$ cat config.mk
export PLATFORM = sky130hd
export DESIGN_NAME = uart_tx_fifo
export DESIGN_NICKNAME = d
export VERILOG_FILES = /design/src/rtl/uart_tx_fifo.sv
export SDC_FILE = /design/constraint.sdc
export NUM_CORES = 1
export LEC_CHECK = 0
export BUFFER_PORTS_ARGS = -buffer_cell sky130_fd_sc_hd__buf_2
export CAP_MARGIN = 15
export CELL_PAD_IN_SITES_DETAIL_PLACEMENT = 0
export CELL_PAD_IN_SITES_GLOBAL_PLACEMENT = 1
export CORE_UTILIZATION = 49
export CTS_BUF_LIST = sky130_fd_sc_hd__clkbuf_8
export DETAILED_ROUTE_END_ITERATION = 7
export PLACE_DENSITY = 0.8
export SYNTH_ARGS = -nofsm -noshare
export SYNTH_HDL_FRONTEND = slang
export SYNTH_SLANG_ARGS = --single-unit
$ cat constraint.sdc
create_clock -name i_Clock -period 2.3 [get_ports i_Clock]
set_clock_uncertainty 0.15 [all_clocks]
set_input_delay 0.46 -clock i_Clock [delete_from_list [all_inputs] [get_ports i_Clock]]
set_output_delay 0.46 -clock i_Clock [all_outputs]
set_load 0.01 [all_outputs]
$ cat src/rtl/uart_tx_fifo.sv
// rtl/uart_tx_fifo.sv - buffered UART transmitter: byte FIFO feeding an 8N1 serializer
//
// Purpose: fabric logic pushes bytes at any rate; the serializer drains them as
// back-to-back frames (start, 8 data bits LSB first, [even parity], stop) with no
// idle gap between consecutive frames.
//
// Optional feature: `define UART_TX_PARITY_EN inserts an even-parity bit between
// the data bits and the stop bit (11 bit-times per frame instead of 10).
//
// Ports:
//   i_Clock       single clock, rising edge
//   i_Reset       synchronous reset, active-high
//   i_Wr_DV       write strobe; byte accepted on this edge if !o_Full
//   i_Wr_Byte     byte to enqueue
//   o_Full        FIFO full; writes while high are dropped
//   o_Empty       FIFO empty
//   o_Fill_Count  bytes queued (excludes the byte being shifted)
//   o_Overflow    sticky dropped-write flag, cleared only by reset
//   o_TX_Active   high from first start-bit cycle to last stop-bit cycle
//   o_TX_Serial   serial line, idles high, registered
//   o_TX_Done     one-cycle pulse on the last cycle of each stop bit

module uart_tx_fifo #(
    parameter int CLKS_PER_BIT    = 217,
    parameter int FIFO_DEPTH_LOG2 = 4
) (
    input  logic                     i_Clock,
    input  logic                     i_Reset,
    input  logic                     i_Wr_DV,
    input  logic [7:0]               i_Wr_Byte,
    output logic                     o_Full,
    output logic                     o_Empty,
    output logic [FIFO_DEPTH_LOG2:0] o_Fill_Count,
    output logic                     o_Overflow,
    output logic                     o_TX_Active,
    output logic                     o_TX_Serial,
    output logic                     o_TX_Done
);

    localparam int DEPTH = 1 << FIFO_DEPTH_LOG2;
    localparam int CNT_W = $clog2(CLKS_PER_BIT);
    localparam logic [CNT_W-1:0]         CNT_LAST  = CNT_W'(CLKS_PER_BIT - 1);
    localparam logic [FIFO_DEPTH_LOG2:0] DEPTH_CNT = (FIFO_DEPTH_LOG2 + 1)'(DEPTH);

    // ---------------------------------------------------------------- FIFO
    logic [7:0]                 mem [DEPTH];
    logic [FIFO_DEPTH_LOG2-1:0] wr_ptr;
    logic [FIFO_DEPTH_LOG2-1:0] rd_ptr;
    logic [FIFO_DEPTH_LOG2:0]   count_q;
    logic [FIFO_DEPTH_LOG2:0]   count_d;
    logic                       full_q;
    logic                       empty_q;
    logic                       overflow_q;
    logic                       wr_ok;
    logic                       pop;
    logic [7:0]                 rd_data;

    // The registered full flag gates writes, so a write on the same edge as a pop
    // from a full FIFO is still rejected.
    assign wr_ok   = i_Wr_DV && !full_q;
    assign rd_data = mem[rd_ptr];

    always_comb begin
        count_d = count_q;
        if (wr_ok && !pop) begin
            count_d = count_q + 1'b1;
        end else if (!wr_ok && pop) begin
            count_d = count_q - 1'b1;
        end
    end

    always_ff @(posedge i_Clock) begin
        if (wr_ok) begin
            mem[wr_ptr] <= i_Wr_Byte;
        end
    end

    always_ff @(posedge i_Clock) begin
        if (i_Reset) begin
            wr_ptr     <= '0;
            rd_ptr     <= '0;
            count_q    <= '0;
            full_q     <= 1'b0;
            empty_q    <= 1'b1;
            overflow_q <= 1'b0;
        end else begin
            if (wr_ok) begin
                wr_ptr <= wr_ptr + 1'b1;
            end
            if (pop) begin
                rd_ptr <= rd_ptr + 1'b1;
            end
            count_q <= count_d;
            full_q  <= (count_d == DEPTH_CNT);
            empty_q <= (count_d == '0);
            if (i_Wr_DV && full_q) begin
                overflow_q <= 1'b1;
            end
        end
    end

    // ---------------------------------------------------------- serializer
`ifdef UART_TX_PARITY_EN
    typedef enum logic [2:0] {S_IDLE, S_START, S_DATA, S_PARITY, S_STOP} state_t;
`else
    typedef enum logic [2:0] {S_IDLE, S_START, S_DATA, S_STOP} state_t;
`endif

    state_t           state_q;
    state_t           state_d;
    logic [CNT_W-1:0] clk_cnt_q;
    logic [CNT_W-1:0] clk_cnt_d;
    logic [2:0]       bit_idx_q;
    logic [2:0]       bit_idx_d;
    logic [7:0]       shift_q;
    logic [7:0]       shift_d;
    logic             bit_last;
    logic             serial_d;
    logic             active_d;
    logic             done_d;
    logic             serial_q;
    logic             active_q;
    logic             done_q;

    assign bit_last = (clk_cnt_q == CNT_LAST);

    // State register; the outputs are also registered here so the line is glitch-free.
    always_ff @(posedge i_Clock) begin
        if (i_Reset) begin
            state_q   <= S_IDLE;
            clk_cnt_q <= '0;
            bit_idx_q <= '0;
            shift_q   <= '0;
            serial_q  <= 1'b1;
            active_q  <= 1'b0;
            done_q    <= 1'b0;
        end else begin
            state_q   <= state_d;
            clk_cnt_q <= clk_cnt_d;
            bit_idx_q <= bit_idx_d;
            shift_q   <= shift_d;
            serial_q  <= serial_d;
            active_q  <= active_d;
            done_q    <= done_d;
        end
    end

    // Next-state logic.
    always_comb begin
        state_d   = state_q;
        clk_cnt_d = bit_last ? '0 : clk_cnt_q + 1'b1;
        bit_idx_d = bit_idx_q;
        shift_d   = shift_q;
        pop       = 1'b0;
        case (state_q)
            S_IDLE: begin
                clk_cnt_d = '0;
                if (!empty_q) begin
                    pop     = 1'b1;
                    shift_d = rd_data;
                    state_d = S_START;
                end
            end
            S_START: begin
                if (bit_last) begin
                    state_d = S_DATA;
                end
            end
            S_DATA: begin
                if (bit_last) begin
                    bit_idx_d = bit_idx_q + 1'b1;
                    if (bit_idx_q == 3'd7) begin
`ifdef UART_TX_PARITY_EN
                        state_d = S_PARITY;
`else
                        state_d = S_STOP;
`endif
                    end
                end
            end
`ifdef UART_TX_PARITY_EN
            S_PARITY: begin
                if (bit_last) begin
                    state_d = S_STOP;
                end
            end
`endif
            S_STOP: begin
                if (bit_last) begin
                    // Chain straight into the next start bit when more bytes wait.
                    if (!empty_q) begin
                        pop     = 1'b1;
                        shift_d = rd_data;
                        state_d = S_START;
                    end else begin
                        state_d = S_IDLE;
                    end
                end
            end
            default: begin
                state_d = S_IDLE;
            end
        endcase
    end

    // Output logic: values the registered outputs take for the upcoming cycle.
    always_comb begin
        serial_d = 1'b1;
        active_d = (state_d != S_IDLE);
        done_d   = (state_d == S_STOP) && (clk_cnt_d == CNT_LAST);
        case (state_d)
            S_START:  serial_d = 1'b0;
            S_DATA:   serial_d = shift_d[bit_idx_d];
`ifdef UART_TX_PARITY_EN
            S_PARITY: serial_d = ^shift_d;
`endif
            default:  serial_d = 1'b1;
        endcase
    end

    assign o_Full       = full_q;
    assign o_Empty      = empty_q;
    assign o_Fill_Count = count_q;
    assign o_Overflow   = overflow_q;
    assign o_TX_Active  = active_q;
    assign o_TX_Serial  = serial_q;
    assign o_TX_Done    = done_q;

endmodule
# Yosys cells after proc, flatten, opt, wreduce, memory -nomap -nowiden
# Memory sizes are Yosys's and may differ from the RTL's. A register that Yosys moved wholly into a read port is not among the register bits.
# Cells that the tools add are included.
[totals] mem_bits_rw=128 out_inout_bits=11 register_bits=41 n_memories=1
[op_classes] n_lt_le_gt_ge=1 n_mux=26 addsub=6 n_eq_ne=10 reduce_logical=11
[memory_table] name="mem" depth=16 width=8 read_ports=1 rd_clocked_by_memory_dff=1 wr=1 line_no="46" text="logic [7:0] mem [DEPTH];"
[op_table] operator="$mux W8" count=4
[op_table] operator="$mux W3" count=7
[op_table] operator="$eq A8 B8 Y1 const B" count=2
[op_table] operator="$pmux W8 S2" count=1
[op_table] operator="$eq A3 B2 Y1 const B" count=4
[op_table] operator="$pmux W3 S4" count=1
[op_table] operator="$mux W5" count=2
[op_table] operator="$add A4 B1 Y4 const B" count=2
[op_table] operator="$add A8 B1 Y8 const B" count=1
[op_table] operator="$mux W4" count=2
[op_table] operator="$eq A3 B1 Y1 const B" count=2
[op_table] operator="$mux W1" count=6
[op_table] operator="$add A5 B1 Y5 const B" count=1
[op_table] operator="$eq A5 B5 Y1 const B" count=1
[op_table] operator="$logic_and A1 B1 Y1" count=5
[op_table] operator="$logic_not A5 Y1" count=1
[op_table] operator="$sub A5 B1 Y5 const B" count=1
[op_table] operator="$lt A3 B4 Y1 const B" count=1
[op_table] operator="$pmux W1 S2" count=2
[op_table] operator="$add A3 B1 Y3 const B" count=1
[op_table] operator="$bmux W1 S3" count=1
[op_table] operator="$eq A3 B3 Y1 const B" count=1
[op_table] operator="$logic_not A1 Y1" count=3
[op_table] operator="$logic_not A3 Y1" count=1
[op_table] operator="$reduce_bool A3 Y1" count=1

# Depth between registers and ports, before layout
[logic_depth] depth_word=7 ltp_mapped=10

# Worst setup path after synthesis
# OpenSTA, ideal clock, no wires.
[synth_timing] kind="register to register" from="reg state_q[1]" to="reg serial_q (netlist: o_TX_Serial)" required_time_ns=2.022 setup_time_ns=0.128 setup_slack_ns=-0.269 stages_incl_launch_ff=8 t_arrival_ns=2.291 synth_period_minus_slack_ns=2.569 cell_sequence="dfxtp_1 -> or3b_4 -> nor3_4 -> mux2i_2 -> nor4b_2 -> or4_2 -> a21oi_2 -> a211oi_2"
[synth_between] elab_chain_cells=5
[synth_rtl] item="from (decl)" line_no="109" text="state_t state_q;"
[synth_rtl] item="from (signal assigned)" line_no="138" text="state_q <= state_d;"
[synth_rtl] item="$eq A3 B2 Y1 (tied with other cells)" line_no="155" text="case (state_q)"
[synth_rtl] item="$pmux W8 S2 (tied with other cells)" line_no="155"
[synth_rtl] item="$bmux W1 S3 / $pmux W3 S4 (equally long branches)" line_no="213, 155"
[synth_rtl] item="$mux W1 (not written as such) (tied with other cells)" line_no="213" text="S_DATA: serial_d = shift_d[bit_idx_d];"
[synth_rtl] item="$pmux W1 S2 (*)" line_no="211" text="case (state_d)"
[synth_rtl] item="to (signal assigned)" line_no="142" text="serial_q <= serial_d;"
[synth_rtl] item="to (decl)" line_no="121" text="logic serial_q;"
# Every way passes the cells marked *; elsewhere a longest branch is shown, timed or not. The select of a mux whose other input is x is not followed.
# A chain may end at the register's enable or synchronous reset.

# Worst setup path after layout
[layout_timing] from="reg state_q[2]" to="reg serial_q (netlist: o_TX_Serial)"
# The elaborated chain is that of the path after synthesis.

==> results by group <==
Place
  – Placed cells: approximately 710
  – Detailed placer's ending HPWL: about 10 mm
  – Gp weighted congestion: roughly 0.84
  – Port bufs: 21
  – Dpl ws: -0.1120 ns

Critical path
  – Crit Path Class: reg -> reg
  – Worst path bufs/invs: 0
  – Levels on crit path: 7
  – R2R Path Start: state_q[2]
  – Worst setup SP type: register
  – CP max FO: 3
  – R2R Setup Slk: -0.008 ns
  – Endpoint class of the critical path: register
  – Reg2reg path depth: 7
  – Required time worst endpoint: 2.50 ns
  – CP max-delay cell: or3b_4
  – CP max stage delay: 0.42 ns
  – CP Launch Point: state_q[2]
  – Critical-path cell list: or3b_4 > nor3_4 > mux2i_4 > nor4b_2 > or4_4 > a21oi_2 > a211oi_2
  – CP arrival: around 2.5 ns
  – Top delay family on crit path: simple AND/OR/NAND/NOR gates

Route
  – DRT Pass-1 Iters: 4
  – DRC viols: 0
  – Routed via count: about 4200
  – DR WL/cell: ~20 um
  – Number of DRC markers in iteration 0: 293
  – Via density: 5.582
  – Antenna Nets Post-Route: 0
  – Drt total wl: approximately 15 mm

Power
  – PnR Total Power: around 0.0066 W
  – Leakage: slightly below 3 nW
  – Cell Pwr Density: roughly 790 mW/mm^2
  – VDD IR max: approximately 0.64 mV

Yosys
  – Syn_area_per_cell: 15.24 um^2
  – Number of synthesized flops with an enable pin: 128
  – Yosys reg bits: around 170
  – Syn Nets: ~490
  – Synth warn: 0
  – Post-synthesis sequential area ratio: roughly two thirds
  – Largest area contributor in the netlist: edfxtp_1
  – Main area contributors after synthesis: edfxtp_1 (54%), dfxtp_1 (13%), mux4_2 (9.5%)
  – Post-synth ARST share: 0%
  – Post-Syn Area: 0.007148 mm^2
  – Netlist cell types: 66
  – Post-synth top area share: about 54%
  – Ys flop type: edfxtp_1
  – Cells after Synth: between 400 and 500

Global route
  – Initial antenna violation count: 1
  – GR Util All Layers: 21.89%
  – Vias in the first global route: ~4200
  – First-pass GRT wire length: roughly 23 mm
  – Largest net degree at the start of global routing: 25
  – Remaining Overflow, GRT: 0

Status
  – Status: finished with violations
  – Failing checks: setup timing

Clock tree
  – Clk slew on worst S/H paths: roughly 0.09 ns
  – Clock sink total: 173
  – CTS Hold Bufs: 0
  – Root Buffer: clkbuf_8
  – CTS Buf Count: 17
  – H-tree levels: 4
  – CTS max path bufs: 2
  – Clk_lat worst skew: 0.47 ns
  – CTS tree: yes

Timing
  – Final setup violation count: 1
  – Final worst setup slack: -0.007879 ns
  – Fin. Hold Viols: 0
  – Unrepaired setup endpoints after global routing: yes
  – Setup TNS: -0.007879 ns
  – Hold slack: ~0.11 ns
  – Clock period minus worst slack: ~2.3 ns
  – Crit share post-route: 100.3%
  – Fmax: 433.3 MHz
  – Max Slew Vio Count: 0

Floorplan
  – # rows: 43
  – Die ar.: between 0.015 and 0.02 mm^2
  – Die width: between 100 and 150 um
  – Total I/O pin count: 22
  – Die Y-Extent: between 100 and 150 um
  – Initial cell density of the core: between 50% and 60%
  – Total core area: between 0.01 and 0.015 mm^2

Finish
  – Share of cells above drive strength 1: a little over a third
  – Post-Layout Cell Count: between 700 and 800
  – Commonest cells after routing, fill and taps aside: edfxtp_1 (128), buf_4 (66), nor2_1 (52)
  – Area Growth Syn to Fin: 18.10%
  – Total Nets Final: about 580
  – Most common cell after layout, fill and taps aside: edfxtp_1

Worst hold path
  – HP Class: in -> reg
  – Hold depth: 3
  – Hold_sp: i_Wr_DV

Run
  – MaxCap Viol Count: 0
==> cells in the mapped netlist, drive strengths merged (4+ instances only) <==
master  count
nand2      24
mux2i      15
clkbuf      7
xor2        7
dfxtp      45
a21oi      12
buf        17
edfxtp    128
and2        5
nor2       53
or2         4
mux4       30
a22oi       5
nor2b       6
ha         11
a211oi      7
xnor2      11
nand3      11
nor3        8
nand2b      5
inv         9
==> cell families (layout without fill, tap and decap cells) <==
kind of cell	after synthesis	in the layout	share of synthesized area (%)
muxes	48	48	12.08
adders and majority gates	11	11	1.925
other	1	2	0.05246
xor gates and xnor gates	18	18	2.205
buffers and inverters	33	134	2.223
DFF	173	173	66.37
and+or+nand+nor	135	135	9.592
AOI/OAI and AO/OA	50	50	5.549
==> worst paths after layout <==
kind / endpoint
max: o_TX_Serial
min: o_Overflow
max reg2reg: o_TX_Serial
min reg2reg: o_Overflow
==> layer usage <==
metal / global-route usage [%] / up-vias / part of all wire [%] / wire, um
met5: 0 / - / 0 / 0
li1: - / 1956 / - / -
met1: 27.73 / 2101 / 43 / 6419
met3: 5.019 / 30 / 5.0 / 747
met4: 10.82 / 0 / 2.5 / 376
met2: 35.46 / 105 / 49 / 7332
==> sequential cells by signal (all words and copies together), names as in the netlist, named ones only <==
signal        cells
bit_idx_q         3
clk_cnt_q         8
mem             128
o_Empty           1
o_Fill_Count      5
o_Full            1
o_Overflow        1
o_TX_Active       1
o_TX_Done         1
o_TX_Serial       1
rd_ptr            4
shift_q           8
state_q           3
wr_ptr            4
==> worst register-to-register path, stage by stage, from the launching register on <==
cell      delay [ns]
dfxtp_2         0.34
or3b_4          0.42
nor3_4          0.27
mux2i_4         0.29
nor4b_2         0.07
or4_4           0.42
a21oi_2         0.16
a211oi_2        0.08
==> metrics by stage <==
step           util (%)  instance area (um^2)
2_1_floorplan         -                  7167
5_1_grt           60.10                  8439
3_3_place_gp      56.14                  7884
6_report          60.12                  8442
3_5_place_dp      56.14                  7884
4_1_cts           59.14                  8304
==> power breakdown <==
part / switching [W] / leakage, nW / internal (W)
Clock: 0.00112 / 0.194 / 0.000873
Sequential: 0.0000858 / 1.53 / 0.00346
Combinational: 0.000537 / 1.21 / 0.000563
==> final cells by class <==
cell class,count,area (um^2)
clock buffer,17,234.0
sequential,173,4760
clock inverter,15,135.1
inverter,9,33.78
tap,180,225.2
timing repair buffer,93,698.2
fill,1079,5600
multi-input combinational,263,2354
antenna,1,2.502
==> repair_timing <==
item	CTS	global route
resized for setup	10	18
endpoints found under the setup margin	3	6
pin swaps	2	17
setup buffers	0	9
(Power assumes the default switching activity.)
